===== config.mk =====
export PLATFORM = sky130hd
export DESIGN_NAME = matrix_result_reader_flat
export DESIGN_NICKNAME = d
export VERILOG_FILES = /design/src/rtl/matrix_result_reader_pkg.sv /design/src/rtl/matrix_result_reader_if.sv /design/src/rtl/matrix_result_reader_fifo.sv /design/src/rtl/matrix_result_reader.sv /design/src/flat_wrapper.sv
export SDC_FILE = /design/constraint.sdc
export NUM_CORES = 1
export LEC_CHECK = 0
export ABC_AREA = 1
export ABC_CLOCK_PERIOD_IN_PS = 2500
export BUFFER_PORTS_ARGS = -buffer_cell sky130_fd_sc_hd__buf_4
export CAP_MARGIN = 20
export CORE_UTILIZATION = 40
export CTS_CLUSTER_DIAMETER = 40
export CTS_CLUSTER_SIZE = 24
export DETAILED_ROUTE_END_ITERATION = 10
export SLEW_MARGIN = 20
export SYNTH_ARGS = -nofsm -noshare
export SYNTH_HDL_FRONTEND = slang
export SYNTH_HIERARCHICAL = 1
export SYNTH_SLANG_ARGS = --single-unit

===== constraint.sdc =====
create_clock -name clk -period 2.5 [get_ports clk]
set_input_delay 0.25 -clock clk [delete_from_list [all_inputs] [get_ports clk]]
set_output_delay 0.25 -clock clk [all_outputs]
set_load 0.02 [all_outputs]

===== src/rtl/matrix_result_reader_pkg.sv =====
// ---------------------------------------------------------------------------
// matrix_pkg
//   Shared constants and types for the matrix result reader slice.
//   DATA_W : element width (Q-format, passed through untouched)
//   DIM    : matrix dimension (power of 2)
//   ADDR_W : BRAM address width, log2(DIM*DIM)
//   Types  : elem_t, addr_t, mrr_tag_t {row,col,last}, mrr_entry_t {data,tag},
//            mrr_state_e {IDLE, FETCH, DRAIN, DONE}
//   idx_to_tag() turns a row-major element index into its row/col/last tag.
// ---------------------------------------------------------------------------
package matrix_pkg;

    localparam int DATA_W = 16;
    localparam int DIM    = 4;
    localparam int ADDR_W = 4;
    localparam int IDX_W  = $clog2(DIM);
    localparam int N_ELEM = DIM * DIM;

    typedef logic [DATA_W-1:0] elem_t;
    typedef logic [ADDR_W-1:0] addr_t;

    localparam addr_t LAST_IDX = addr_t'(N_ELEM - 1);

    typedef struct packed {
        logic [IDX_W-1:0] row;
        logic [IDX_W-1:0] col;
        logic             last;
    } mrr_tag_t;

    typedef struct packed {
        elem_t    data;
        mrr_tag_t tag;
    } mrr_entry_t;

    typedef enum logic [1:0] {
        IDLE,
        FETCH,
        DRAIN,
        DONE
    } mrr_state_e;

    // DIM is a power of 2, so row/col are plain bit fields of the index.
    function automatic mrr_tag_t idx_to_tag(input addr_t idx);
        mrr_tag_t t;
        t.row  = IDX_W'(idx >> IDX_W);
        t.col  = IDX_W'(idx & addr_t'(DIM - 1));
        t.last = (idx == LAST_IDX);
        return t;
    endfunction

endpackage


===== src/rtl/matrix_result_reader_if.sv =====
// ---------------------------------------------------------------------------
// matrix_result_reader_if
//   Bundles the BRAM read port and the outgoing element stream.
//   ram_en/ram_addr/ram_dout : single-port BRAM read, data 1 cycle after ram_en
//   m_valid/m_ready          : stream handshake
//   m_data/m_row/m_col/m_last: element payload and tags
//   modport master : the reader (drives BRAM request and stream)
//   modport slave  : the environment (BRAM model + stream sink)
// ---------------------------------------------------------------------------
interface matrix_result_reader_if;
    import matrix_pkg::*;

    logic             ram_en;
    addr_t            ram_addr;
    elem_t            ram_dout;

    logic             m_valid;
    logic             m_ready;
    elem_t            m_data;
    logic [IDX_W-1:0] m_row;
    logic [IDX_W-1:0] m_col;
    logic             m_last;

    modport master (
        output ram_en, ram_addr,
        input  ram_dout,
        output m_valid, m_data, m_row, m_col, m_last,
        input  m_ready
    );

    modport slave (
        input  ram_en, ram_addr,
        output ram_dout,
        input  m_valid, m_data, m_row, m_col, m_last,
        output m_ready
    );

endinterface


===== src/rtl/matrix_result_reader_fifo.sv =====
// ---------------------------------------------------------------------------
// mrr_skid_fifo
//   Two-entry register FIFO carrying {data, row, col, last}. The head entry
//   is a register, so the stream payload comes straight from flops and stays
//   put while the sink stalls.
//   clk, reset_n : clock / asynchronous active-low reset
//   push, push_entry : write side (never pushed when full; the reader's
//                      credit check guarantees that)
//   pop          : head consumed this cycle (only asserted when count != 0)
//   head_entry   : current head (valid when count != 0)
//   count        : occupancy 0..2
// ---------------------------------------------------------------------------
module mrr_skid_fifo
    import matrix_pkg::*;
(
    input  logic       clk,
    input  logic       reset_n,
    input  logic       push,
    input  mrr_entry_t push_entry,
    input  logic       pop,
    output mrr_entry_t head_entry,
    output logic [1:0] count
);

    mrr_entry_t head_reg;
    mrr_entry_t tail_reg;
    logic [1:0] count_reg;

    always_ff @(posedge clk or negedge reset_n) begin
        if (!reset_n) begin
            head_reg  <= '0;
            tail_reg  <= '0;
            count_reg <= '0;
        end else begin
            case (count_reg)
                2'd0: begin
                    if (push) head_reg <= push_entry;
                end
                2'd1: begin
                    // With a simultaneous pop the new entry goes straight to the head.
                    if (push && pop)  head_reg <= push_entry;
                    else if (push)    tail_reg <= push_entry;
                end
                default: begin
                    if (pop) begin
                        head_reg <= tail_reg;
                        if (push) tail_reg <= push_entry;
                    end
                end
            endcase
            count_reg <= count_reg + 2'(push) - 2'(pop);
        end
    end

    assign head_entry = head_reg;
    assign count      = count_reg;

endmodule


===== src/rtl/matrix_result_reader.sv =====
// ---------------------------------------------------------------------------
// matrix_result_reader
//   Drains the DIM x DIM result matrix from the result BRAM in row-major
//   order and streams each element out with its row/col tags and a last flag.
//   Ports:
//     clk      : clock, rising edge
//     reset_n  : asynchronous active-low reset
//     start    : pulse to begin a drain (ignored unless idle)
//     busy     : high from the cycle after start acceptance until done
//     done     : one-cycle pulse the cycle after the last element transfer
//     bus      : matrix_result_reader_if.master (BRAM read port + stream)
//     checksum : running modulo-2^DATA_W sum of transferred elements,
//                present only when MRR_CHECKSUM_EN is defined
//   Optional feature macro: MRR_CHECKSUM_EN
// ---------------------------------------------------------------------------
module matrix_result_reader
    import matrix_pkg::*;
(
    input  logic                   clk,
    input  logic                   reset_n,
    input  logic                   start,
    output logic                   busy,
    output logic                   done,
    matrix_result_reader_if.master bus
`ifdef MRR_CHECKSUM_EN
    ,
    output elem_t                  checksum
`endif
);

    mrr_state_e state_reg, state_next;
    addr_t      rd_idx_reg, rd_idx_next;
    logic       inflight_reg;
    addr_t      inflight_idx_reg;

    mrr_entry_t push_entry;
    mrr_entry_t head_entry;
    logic [1:0] fifo_count;
    logic       m_valid_int;
    logic       pop;
    logic [1:0] credit;
    logic       issue;

    assign m_valid_int = (fifo_count != 2'd0);
    assign pop         = m_valid_int && bus.m_ready;

    // Entries already owned by the FIFO plus the read still in flight, minus
    // the one leaving this cycle. Issuing only below 2 keeps the FIFO from
    // ever overflowing while the sink stalls.
    assign credit = fifo_count + 2'(inflight_reg) - 2'(pop);
    assign issue  = (state_reg == FETCH) && (credit < 2'd2);

    always_comb begin
        state_next  = state_reg;
        rd_idx_next = rd_idx_reg;
        case (state_reg)
            IDLE: begin
                if (start) begin
                    state_next  = FETCH;
                    rd_idx_next = '0;
                end
            end
            FETCH: begin
                if (issue) begin
                    // The index stops at the last element rather than wrapping.
                    if (rd_idx_reg == LAST_IDX) state_next  = DRAIN;
                    else                        rd_idx_next = rd_idx_reg + addr_t'(1);
                end
            end
            DRAIN: begin
                // The last-tagged element is the final one, so its transfer
                // leaves both the FIFO and the read pipeline empty.
                if (pop && head_entry.tag.last) state_next = DONE;
            end
            DONE: begin
                state_next = IDLE;
            end
            default: begin
                state_next = IDLE;
            end
        endcase
    end

    always_ff @(posedge clk or negedge reset_n) begin
        if (!reset_n) begin
            state_reg        <= IDLE;
            rd_idx_reg       <= '0;
            inflight_reg     <= 1'b0;
            inflight_idx_reg <= '0;
        end else begin
            state_reg    <= state_next;
            rd_idx_reg   <= rd_idx_next;
            inflight_reg <= issue;
            if (issue) inflight_idx_reg <= rd_idx_reg;
        end
    end

    // BRAM data is valid the cycle after ram_en; tag it with the index it was read from.
    assign push_entry.data = bus.ram_dout;
    assign push_entry.tag  = idx_to_tag(inflight_idx_reg);

    mrr_skid_fifo u_fifo (
        .clk        (clk),
        .reset_n    (reset_n),
        .push       (inflight_reg),
        .push_entry (push_entry),
        .pop        (pop),
        .head_entry (head_entry),
        .count      (fifo_count)
    );

    assign bus.ram_en   = issue;
    assign bus.ram_addr = rd_idx_reg;
    assign bus.m_valid  = m_valid_int;
    assign bus.m_data   = head_entry.data;
    assign bus.m_row    = head_entry.tag.row;
    assign bus.m_col    = head_entry.tag.col;
    assign bus.m_last   = head_entry.tag.last;

    assign busy = (state_reg == FETCH) || (state_reg == DRAIN);
    assign done = (state_reg == DONE);

`ifdef MRR_CHECKSUM_EN
    elem_t checksum_reg;

    always_ff @(posedge clk or negedge reset_n) begin
        if (!reset_n) begin
            checksum_reg <= '0;
        end else if ((state_reg == IDLE) && start) begin
            checksum_reg <= '0;
        end else if (pop) begin
            checksum_reg <= checksum_reg + head_entry.data;
        end
    end

    assign checksum = checksum_reg;
`endif

endmodule


===== src/flat_wrapper.sv =====
// flat-port wrapper written by rule: the top's interface ports become plain ports
module matrix_result_reader_flat import matrix_pkg::*;
  (clk, reset_n, start, busy, done, bus_ram_en, bus_ram_addr, bus_ram_dout, bus_m_valid, bus_m_data, bus_m_row, bus_m_col, bus_m_last, bus_m_ready);
  matrix_result_reader_if bus_i ();
  input  logic clk;
  input  logic reset_n;
  input  logic start;
  output logic busy;
  output logic done;
  output wire logic [$bits(bus_i.ram_en)-1:0] bus_ram_en;
  output wire logic [$bits(bus_i.ram_addr)-1:0] bus_ram_addr;
  input wire logic [$bits(bus_i.ram_dout)-1:0] bus_ram_dout;
  output wire logic [$bits(bus_i.m_valid)-1:0] bus_m_valid;
  output wire logic [$bits(bus_i.m_data)-1:0] bus_m_data;
  output wire logic [$bits(bus_i.m_row)-1:0] bus_m_row;
  output wire logic [$bits(bus_i.m_col)-1:0] bus_m_col;
  output wire logic [$bits(bus_i.m_last)-1:0] bus_m_last;
  input wire logic [$bits(bus_i.m_ready)-1:0] bus_m_ready;
  assign bus_ram_en = bus_i.ram_en;
  assign bus_ram_addr = bus_i.ram_addr;
  assign bus_i.ram_dout = bus_ram_dout;
  assign bus_m_valid = bus_i.m_valid;
  assign bus_m_data = bus_i.m_data;
  assign bus_m_row = bus_i.m_row;
  assign bus_m_col = bus_i.m_col;
  assign bus_m_last = bus_i.m_last;
  assign bus_i.m_ready = bus_m_ready;
  matrix_result_reader u_core (.clk(clk), .reset_n(reset_n), .start(start), .busy(busy), .done(done), .bus(bus_i));
endmodule

==> results.cfg <==
[synthesis]
syn_nets = 396
ys_warn_count = 6
yosys_register_bits = 55
synthCells = 367
synthFlopType = dfrtp_1
synth_edf_count = 0
ys_types = 25
synth_area_um2 = 2846
ys_seq_area_frac = 0.4835
synthArstFlopShare = 1.000
syn_avg_cell_area_um2 = 7.756

[global_route]
grt_max_degree = 56
grt_antenna_before_repair = 0
grt_overflow = 0
track_usage = 0.1816
grt_pass1_vias = 2226
grt_pass1_wl_um = 10560

[sta]
min_period_ns = 2.194
slew_headroom = 0.5354
setup_tns_ns = 0
max_freq_ghz = 0.4558
rsz0062_at_grt = false
hold_viol = 51
period_share = 0.8775
holdWs_ns = -0.02643
fin_skew_ns = 0.008880
drv_slew = 0
setup-violations-final = 0
tightest_slew_ns = 0.6969

[power_and_ir_drop]
seqPwrFrac = 0.354
p_comb_frac = 0.514
switching_power_uw = 1827
internal-power_uw = 2127
p_leak_uw = 0.001878
clock_power_share = 0.132
netSwitchingFraction = 0.4620
vdd_drop_max_mv = 0.6759
power_density_nw_per_um2 = 1194

[setup_path]
critPathCaptureType = output port
crit_arrival_ns = 1.94
startpoint_type = flop
critical_path_class = reg -> out
cp.required_ns = 2.25
crit_fanout = 6

[finish]
n_antenna_cell = 0
fin_nets = 436
syn2layout_area_growth_pct = 16.40
final_util = 0.4850
drive_above_1_share = 0.1887

[floorplan]
rows = 30
die_y_um = 86.36
io_pins = 49
coreArea_um2 = 6832
die_area_um2 = 7457
start_util = 0.4167
fp.dieW_um = 86.36

[clocking]
root_buffer = clkbuf_8
cts.sinks = 55
ctsHoldBuffers = 0
clkTransAtPathRegs_ns = 0.10
post_cts_buffers = 0
cts_tree = yes
htreeDepth = 2
cts_made_buffers = 5
cts_resized = 0
cts_buffer_depth = 2
insertion_delay_ns = 0.31

[min_path]
hp-class = in -> async

[placed_design]
hpwlAfterDp_um = 4147
place.gp.congestion = 0.7586
portBuffers = 48

[route]
ant_nets = 0
routed-via-count = 2375
drt_pass1_iterations = 4
avgRoutedWirePerCell_um = 12.11
drt_wl_total_um = 6102
drtIter0Drc = 143
drc_errors = 0
viasPerCell = 4.712

[run_status]
violations = negative hold slack
status = finished with violations

[run]
cap_violations = 0
## kinds of logic (layout without fill, tap and decap cells)
logic type	after synthesis	in the layout	share of synthesized area
fa+ha+maj	9	9	0.03956
flops	55	55	0.4835
buf+inv	36	77	0.07077
compound gates	7	7	0.01846
xor+xnor	2	2	0.006155
simple gates	258	258	0.3815
## final cells by class
cell class / instances / area, um2
Fill cell: 687 / 3518
Sequential cell: 55 / 1376
Multi-Input combinational cell: 276 / 1269
Timing Repair Buffer: 51 / 382.9
Tap cell: 96 / 120.1
Clock buffer: 7 / 86.33
Inverter: 18 / 70.07
Clock inverter: 1 / 8.758
## layout by cell type (no fill, tap or decap), drive strengths merged
cell type | Yosys | routed
nand2 | 193 | 193
dfrtp | 55 | 55
buf | 17 | 51
nand3 | 48 | 48
inv | 18 | 18
ha | 9 | 9
nor2 | 9 | 9
clkbuf | 1 | 7
nand4 | 6 | 6
o21ai | 5 | 5
or2 | 2 | 2
clkinv | 0 | 1
o21a | 1 | 1
a21oi | 1 | 1
xor2 | 1 | 1
xnor2 | 1 | 1
## synth_stat cells (4+ instances only)
| cell | count | area, um2 |
|---|---|---|
| nand2_2 | 5 | 31.28 |
| inv_1 | 14 | 52.55 |
| ha_1 | 9 | 112.6 |
| nand3_1 | 45 | 225.2 |
| dfrtp_1 | 55 | 1376 |
| nand4_1 | 6 | 37.54 |
| nor2_1 | 7 | 26.28 |
| buf_4 | 4 | 30.03 |
| buf_2 | 8 | 40.04 |
| buf_6 | 5 | 56.30 |
| nand2_1 | 188 | 705.7 |
## metal layers
layer  vias to the layer above  global-route usage  wire (um)
met1                      1096              0.2497       2897
met2                        47              0.2908       2824
li1                       1224                   -          -
met4                         0             0.05455         85
met3                         8             0.03619        295
met5                         -                   0          0
## critical path, stage by stage, from the launching register on
cell and delay, ns:
dfrtp_1 0.45, o21a_1 0.25, ha_1 0.31, inv_1 0.04, nand2_1 0.05, nand3_1 0.10, nand2_1 0.10, nand2_2 0.09
inv_2 0.11, buf_4 0.15
## path summary, 6_finish.rpt
kind                                                   from                          end  slack, ns  cells past startpoint
worst max-delay path                 u_core/u_fifo/count[0]                   bus_ram_en       0.31                      9
worst min register to register  u_core/u_fifo/head_entry[2]  u_core/u_fifo/head_entry[2]       0.48                      2
max in group asynchronous                           reset_n   u_core/inflight_idx_reg[3]       2.06                      1
worst min-delay path                                reset_n  u_core/u_fifo/head_entry[8]      -0.03                      1
min in group clk                            bus_ram_dout[9]   u_core/u_fifo/tail_reg[14]       0.18                      3
worst max register to register       u_core/u_fifo/count[1]   u_core/u_fifo/tail_reg[20]       0.48                      7
## power by group through the flow
stage               clock, uW  sequential (uW)  combinational [uW]
floorplan                   0             1550                1420
finish                    521             1400                2030
detailed placement          0             1420                2050
CTS                       543             1400                2050
global placement            0             1410                2020
global route              572             1440                2320
## through the flow
step | area [um2] | instances | power (uW) | worst slack, ns
after floorplan | 2846 | 367 | 2970 | 0.8462
after global placement | 3218 | 496 | 3434 | 0.5446
after detailed placement | 3218 | 496 | 3468 | 0.5173
after CTS | 3313 | 504 | 3999 | 0.2724
after global routing | 3313 | 504 | 4328 | 0.1285
final | 3313 | 504 | 3955 | 0.3061
Power figures use the tool's default switching activity.
